**src/rtl/plic_pkg.sv**
```systemverilog
// plic_pkg: register map offsets and sizing limits shared by the PLIC core files
package plic_pkg;
  localparam int MAX_IRQ = 31;
  localparam int MAX_TGT = 8;
  localparam logic [6:0] OFF_PRIO    = 7'h00;
  localparam logic [6:0] OFF_PENDING = 7'h20;
  localparam logic [6:0] OFF_EDGE    = 7'h21;
  localparam logic [6:0] OFF_ENABLE  = 7'h30;
  localparam logic [6:0] OFF_THRESH  = 7'h40;
  localparam logic [6:0] OFF_CLAIM   = 7'h50;
endpackage

```
**src/rtl/plic_gateway.sv**
```systemverilog
// plic_gateway: per-source level/edge request gateway with inflight tracking and edge backlog
// Ports: clk_i/rst_i clock and async reset; irq_i source line; edge_i 1 = edge mode;
// mode_wr_i edge_mode register write; claim_i/complete_i qualified pulses;
// pending_o/inflight_o gateway state.
module plic_gateway import plic_pkg::*; #(
  parameter int EDGE_CNT_W = 2
) (
  input  logic clk_i,
  input  logic rst_i,
  input  logic irq_i,
  input  logic edge_i,
  input  logic mode_wr_i,
  input  logic claim_i,
  input  logic complete_i,
  output logic pending_o,
  output logic inflight_o
);
  localparam logic [EDGE_CNT_W-1:0] CNT_MAX = '1;
  logic hist, rise, busy, dec, inc, set;
  logic [EDGE_CNT_W-1:0] cnt;
  // A completion that drains the backlog re-pends immediately; a rise that
  // coincides with it keeps the backlog level even when saturated.
  always_comb begin
    rise = edge_i & irq_i & ~hist;
    busy = pending_o | inflight_o;
    dec  = edge_i & complete_i & (cnt != '0);
    inc  = rise & busy & ((cnt != CNT_MAX) | dec);
    set  = edge_i ? (rise & ~busy) | dec : irq_i & ~inflight_o;
  end
  always_ff @(posedge clk_i or posedge rst_i)
    if (rst_i) begin
      pending_o  <= 1'b0;
      inflight_o <= 1'b0;
      hist       <= 1'b0;
      cnt        <= '0;
    end else begin
      pending_o  <= ~claim_i & (pending_o | set);
      inflight_o <= claim_i | (inflight_o & ~complete_i);
      hist       <= ~mode_wr_i & irq_i;
      cnt        <= mode_wr_i ? '0 : cnt + EDGE_CNT_W'(inc) - EDGE_CNT_W'(dec);
    end
endmodule

```
**src/rtl/plic_core.sv**
```systemverilog
// plic_core: platform-level interrupt controller with per-target priority selection and claim/complete
// Ports: clk_i/rst_i clock and async reset; irq_i source lines (bit 0 ignored);
// reg_* single-cycle register access with combinational read data; irq_o per-target request.
module plic_core import plic_pkg::*; #(
  parameter int IRQ_NUM    = 31,
  parameter int PRIO_WIDTH = 3,
  parameter int TGT_NUM    = 2,
  parameter int EDGE_CNT_W = 2
) (
  input  logic               clk_i,
  input  logic               rst_i,
  input  logic [IRQ_NUM:0]   irq_i,
  input  logic               reg_valid_i,
  input  logic               reg_write_i,
  input  logic [6:0]         reg_addr_i,
  input  logic [31:0]        reg_wdata_i,
  output logic [31:0]        reg_rdata_o,
  output logic [TGT_NUM-1:0] irq_o
);
  localparam int IW = $clog2(IRQ_NUM + 1);
  logic [PRIO_WIDTH-1:0] prio [IRQ_NUM:0];
  logic [IRQ_NUM:0] enable [TGT_NUM];
  logic [PRIO_WIDTH-1:0] threshold [TGT_NUM];
  logic [IW-1:0] best_id [TGT_NUM];
  logic [IRQ_NUM:0] pending, edge_mode;
  logic [IRQ_NUM:1] inflight, claim, complete;
  logic [IW-1:0] claim_id;
  logic wr, rd, edge_wr, cl_rd, cmp_wr, unused_irq0;
  assign wr          = reg_valid_i & reg_write_i;
  assign rd          = reg_valid_i & ~reg_write_i;
  assign edge_wr     = wr && reg_addr_i == OFF_EDGE;
  assign pending[0]  = 1'b0;
  assign unused_irq0 = irq_i[0];
  always_ff @(posedge clk_i or posedge rst_i)
    if (rst_i) begin
      for (int i = 0; i <= IRQ_NUM; i++) prio[i] <= '0;
      for (int t = 0; t < TGT_NUM; t++) begin
        enable[t]    <= '0;
        threshold[t] <= '0;
      end
      edge_mode <= '0;
    end else if (wr) begin
      for (int i = 1; i <= IRQ_NUM; i++)
        if (reg_addr_i == OFF_PRIO + 7'(i)) prio[i] <= reg_wdata_i[PRIO_WIDTH-1:0];
      for (int t = 0; t < TGT_NUM; t++) begin
        if (reg_addr_i == OFF_ENABLE + 7'(t)) enable[t] <= {reg_wdata_i[IRQ_NUM:1], 1'b0};
        if (reg_addr_i == OFF_THRESH + 7'(t)) threshold[t] <= reg_wdata_i[PRIO_WIDTH-1:0];
      end
      if (reg_addr_i == OFF_EDGE) edge_mode <= {reg_wdata_i[IRQ_NUM:1], 1'b0};
    end
  // A claim returns the target's registered winner only if it is still pending,
  // so a second target racing for the same source receives 0.
  always_comb begin
    claim_id = '0;
    cl_rd    = 1'b0;
    cmp_wr   = 1'b0;
    for (int t = 0; t < TGT_NUM; t++)
      if (reg_addr_i == OFF_CLAIM + 7'(t)) begin
        cl_rd    = rd;
        cmp_wr   = wr;
        claim_id = pending[best_id[t]] ? best_id[t] : '0;
      end
    for (int i = 1; i <= IRQ_NUM; i++) begin
      claim[i]    = cl_rd && claim_id == IW'(i);
      complete[i] = cmp_wr && reg_wdata_i == 32'(i) && inflight[i];
    end
  end
  always_comb begin
    reg_rdata_o = '0;
    if (rd) begin
      for (int i = 1; i <= IRQ_NUM; i++)
        if (reg_addr_i == OFF_PRIO + 7'(i)) reg_rdata_o = 32'(prio[i]);
      if (reg_addr_i == OFF_PENDING) reg_rdata_o = 32'(pending);
      if (reg_addr_i == OFF_EDGE) reg_rdata_o = 32'(edge_mode);
      for (int t = 0; t < TGT_NUM; t++) begin
        if (reg_addr_i == OFF_ENABLE + 7'(t)) reg_rdata_o = 32'(enable[t]);
        if (reg_addr_i == OFF_THRESH + 7'(t)) reg_rdata_o = 32'(threshold[t]);
        if (reg_addr_i == OFF_CLAIM + 7'(t)) reg_rdata_o = 32'(claim_id);
      end
    end
  end
  for (genvar i = 1; i <= IRQ_NUM; i++) begin : g_src
    plic_gateway #(.EDGE_CNT_W(EDGE_CNT_W)) u_gw (
      .clk_i      (clk_i),
      .rst_i      (rst_i),
      .irq_i      (irq_i[i]),
      .edge_i     (edge_mode[i]),
      .mode_wr_i  (edge_wr),
      .claim_i    (claim[i]),
      .complete_i (complete[i]),
      .pending_o  (pending[i]),
      .inflight_o (inflight[i])
    );
  end
  for (genvar t = 0; t < TGT_NUM; t++) begin : g_tgt
    logic [IW-1:0] bid, bid_q;
    logic [PRIO_WIDTH-1:0] bp, bp_q;
    logic irq_q;
    // Strict greater-than keeps the lowest ID on ties and rejects priority 0.
    always_comb begin
      bid = '0;
      bp  = '0;
      for (int i = 1; i <= IRQ_NUM; i++)
        if (pending[i] && enable[t][i] && prio[i] > bp) begin
          bid = IW'(i);
          bp  = prio[i];
        end
    end
    always_ff @(posedge clk_i or posedge rst_i)
      if (rst_i) begin
        bid_q <= '0;
        bp_q  <= '0;
        irq_q <= 1'b0;
      end else begin
        bid_q <= bid;
        bp_q  <= bp;
        irq_q <= bid_q != '0 && bp_q > threshold[t];
      end
    assign best_id[t] = bid_q;
    assign irq_o[t]   = irq_q;
  end
endmodule

```
**config.mk**
```make
export PLATFORM = sky130hd
export DESIGN_NAME = plic_core
export DESIGN_NICKNAME = d
export VERILOG_FILES = /design/src/rtl/plic_pkg.sv /design/src/rtl/plic_gateway.sv /design/src/rtl/plic_core.sv
export SDC_FILE = /design/constraint.sdc
export NUM_CORES = 1
export LEC_CHECK = 0
export BUFFER_PORTS_ARGS = -buffer_cell sky130_fd_sc_hd__buf_2
export CAP_MARGIN = 25
export CORE_MARGIN = 1.5
export CORE_UTILIZATION = 40
export DETAILED_ROUTE_END_ITERATION = 10
export GPL_TIMING_DRIVEN = 0
export PLACE_DENSITY = 0.57
export SYNTH_ARGS = -nofsm -noshare
export SYNTH_HDL_FRONTEND = slang
export SYNTH_SLANG_ARGS = --single-unit
```
**constraint.sdc**
```tcl
create_clock -name clk_i -period 52.2 [get_ports clk_i]
set_clock_uncertainty 0.1 [all_clocks]
set_input_delay 10.44 -clock clk_i [delete_from_list [all_inputs] [get_ports clk_i]]
set_output_delay 10.44 -clock clk_i [all_outputs]
set_load 0.01 [all_outputs]
```
==> metrics <==
Switching Fraction 0.320; Yosys reg bits 365; overflow left after global routing 0; IR drop worst, VDD 0.0000226 V; Setup TNS 0 ns; Filler Cells Inserted 6592; Register Area 9130 um^2; post-CTS setup buffer count 0; worst slew pin tran 1.20 ns; most frequent CP cell nor2_1; power per cell area 27.0 nW/um^2; most frequent cells in the layout nand2_1 (447), dfrtp_1 (365), nor2_1 (317); post-route ant nets 0; failing checks DRC; largest net degree at the start of global routing 124; via count of the first global-routing pass 24400; Nets 3566; first-pass GRT wire length 152000 um; Max Clk Rate 22.5 MHz; Seq/Total Area, Yosys 0.342; worst r2r src g_src[1].u_gw.pending_o$_DFF_PP0_; hold path endpoint prio[51]$_DFFE_PP0P_; # setup viols final 0; Logic pwr share 0.210; die area 68400 um^2; number of flops mapped to enable cells by yosys 0; CTS tree yes; asr flop ratio synth 1.00; endpoints failing hold 0; Clk pwr share 0.377; io pins 109; Syn Inst Count 3222; area occupied by multi-input gates 16500 um^2; Cell variety after synth 97; Root Buffer clkbuf_16; hold depth 2; die width 262 um; Slowest-stage cell, CP a311oi_1; DRT iter0 DRCs 2375; Max Cap Violations 0; Flop pwr share 0.413; clock sinks 365; Area after DPL 28400 um^2; H-tree depth 2; fraction of layout cells with a size suffix above 1 0.113; synth warn 0; Leak 0.0133 uW; antenna violations before repair 3; min-delay worst type reg -> reg; R2R cell count 197; Initial DRT Pass Iterations 9; post-route DRC violation count 8; drt total wl 101000 um; Slew HR 0.198; Max Root-Sink Buffers 3; area grow syn2layout 11.6%; Synth top area share 0.342; critical path arrival 44.83 ns; CTS Hold Bufs 0; average cell area after synthesis 8.30 um^2; Synth Flop Type dfrtp_1; slowest stage delay, CP 0.77 ns; Vias/cell 6.09; FF-to-FF End g_tgt[0].bid_q[4]$_DFF_PP0_; post-detail-place hpwl 79600 um; internal power 548 uW; DR vias 26000; status finished, violations left; minimum setup slack among reg-to-reg paths 7.74 ns; WL/cell 23.7 um; CP Launch Type register; Min-Delay Startpoint prio[51]$_DFFE_PP0P_; Post-Syn Area 26700 um^2; Sw Pwr 258 uW; total CTS buffers 43; buffers added on ports 104; Final Cycle Share 0.852; RSZ-0062 raised after global routing false; syn nets 3407; placer congestion estimate 0.946; Worst EP required 52.57 ns; Final Max Tran Viols 0; Total GRT Usage 0.295; Die Height 262 um; Worst setup EP type register; worst skew pair latency 0.60 ns; Initial Utilization 0.405; most common cell after layout, fill and taps aside nand2_1; Core Box Area 66000 um^2; area leader, netlist dfrtp_1; fin crit period 44.46 ns; Post-CTS Resized 0; Crit Path Category reg -> reg; Design Area, Final 29800 um^2; row count 94; Clk pin slew, worst setup/hold paths 0.06 ns; crit-path max FO 10; largest cells by area after synthesis dfrtp_1 (34%), nand2_1 (6.3%), mux2_2 (5.5%)
worst max-delay path by stage:
stage                                      startpoint                     endpoint  slack [ns]  cells past startpoint
finish              g_src[1].u_gw.pending_o$_DFF_PP0_  g_tgt[0].bid_q[4]$_DFF_PP0_        7.74                    197
global route        g_src[1].u_gw.pending_o$_DFF_PP0_  g_tgt[0].bid_q[4]$_DFF_PP0_        4.09                    201
CTS                 g_src[1].u_gw.pending_o$_DFF_PP0_  g_tgt[0].bid_q[4]$_DFF_PP0_        8.08                    197
detailed placement  g_src[1].u_gw.pending_o$_DFF_PP0_  g_tgt[0].bid_q[4]$_DFF_PP0_        8.28                    197
global placement    g_src[1].u_gw.pending_o$_DFF_PP0_  g_tgt[0].bid_q[4]$_DFF_PP0_        8.43                    198
floorplan           g_src[1].u_gw.pending_o$_DFF_PP0_  g_tgt[0].bid_q[2]$_DFF_PP0_       14.54                    196
sequential cells by signal, indices dropped and copies added (netlist names):
name / flops
edge_mode: 31
enable: 62
g_src.u_gw.cnt: 62
g_src.u_gw.hist: 31
g_src.u_gw.inflight_o: 31
g_src.u_gw.pending_o: 31
g_tgt.bid_q: 10
g_tgt.bp_q: 6
g_tgt.irq_q: 2
prio: 93
threshold: 6
area by class of cell:
cell class / instances / share of cell area
sequential: 365 / 0.306
inverter: 136 / 0.0174
antenna: 1 / 0.0000839
multi-input combinational: 2566 / 0.553
clock inverter: 12 / 0.00575
timing repair buffer: 114 / 0.0217
buffer: 155 / 0.0199
tap: 864 / 0.0362
clock buffer: 60 / 0.0396
synth_stat cells (17+ instances only):
| master | instances |
|---|---|
| nand3_1 | 119 |
| o211a_1 | 23 |
| o22ai_1 | 25 |
| inv_1 | 136 |
| a21o_1 | 26 |
| and2_1 | 52 |
| and3_1 | 45 |
| nor2_1 | 317 |
| xnor2_1 | 34 |
| nand4_1 | 25 |
| clkbuf_1 | 137 |
| nor4_1 | 19 |
| mux4_2 | 20 |
| or3_1 | 26 |
| a22oi_1 | 86 |
| mux2i_1 | 24 |
| o21ai_0 | 202 |
| a211oi_1 | 30 |
| ha_1 | 110 |
| a22o_1 | 17 |
| a21oi_1 | 142 |
| a31oi_1 | 60 |
| o211ai_1 | 43 |
| nor2b_1 | 64 |
| o2111ai_1 | 31 |
| dfrtp_1 | 365 |
| nand2b_1 | 28 |
| xor2_1 | 17 |
| nor3_1 | 100 |
| o31ai_1 | 33 |
| or2_2 | 29 |
| mux2_2 | 130 |
| nand2_1 | 447 |
| o31a_1 | 17 |
critical path, delay by kind of cell, from the launching register on:
family | cells | cell delay, ns
and+or+nand+nor | 71 | 11.55
AOI/OAI and AO/OA | 74 | 18.28
adders and majority gates | 35 | 9.78
muxes | 8 | 3.02
DFF | 1 | 0.40
buffers and inverters | 9 | 1.15
metrics by stage:
stage	util	total power, uW	hold slack (ns)	instances	setup slack (ns)
3_5_place_dp	0.431	504	0.378	4197	8.28
4_1_cts	0.452	807	0.390	4269	8.08
2_1_floorplan	-	450	0.350	3222	14.54
5_1_grt	0.452	844	0.418	4272	4.09
3_3_place_gp	0.429	502	0.363	4190	8.43
6_report	0.452	806	0.388	4273	7.74
routing by layer:
| metal | global-route usage | part of all wire | vias to the layer above |
|---|---|---|---|
| met4 | 0.115 | 0.041 | 4 |
| met1 | 0.406 | 0.44 | 12700 |
| li1 | - | - | 12200 |
| met2 | 0.466 | 0.45 | 969 |
| met3 | 0.0438 | 0.071 | 191 |
| met5 | 0 | 0.00025 | - |
cells by family (layout without fill, tap and decap cells):
kind of cell,Yosys count,count (layout),synth area share
simple gates,1309,1309,0.227
compound gates,913,913,0.238
flops,365,365,0.342
buf+inv,291,477,0.0413
mux,174,174,0.0806
fa+ha+maj,119,119,0.0549
xor+xnor,51,51,0.0167
other cells,0,1,0
power by group through the flow:
stage | clock (uW) | combinational (uW) | sequential [uW]
global route | 318 | 190 | 336
global placement | 0 | 165 | 337
detailed placement | 0 | 167 | 337
finish | 304 | 169 | 333
CTS | 307 | 168 | 332
floorplan | 0 | 122 | 328
Note: power is estimated with default switching activity, not from simulation.
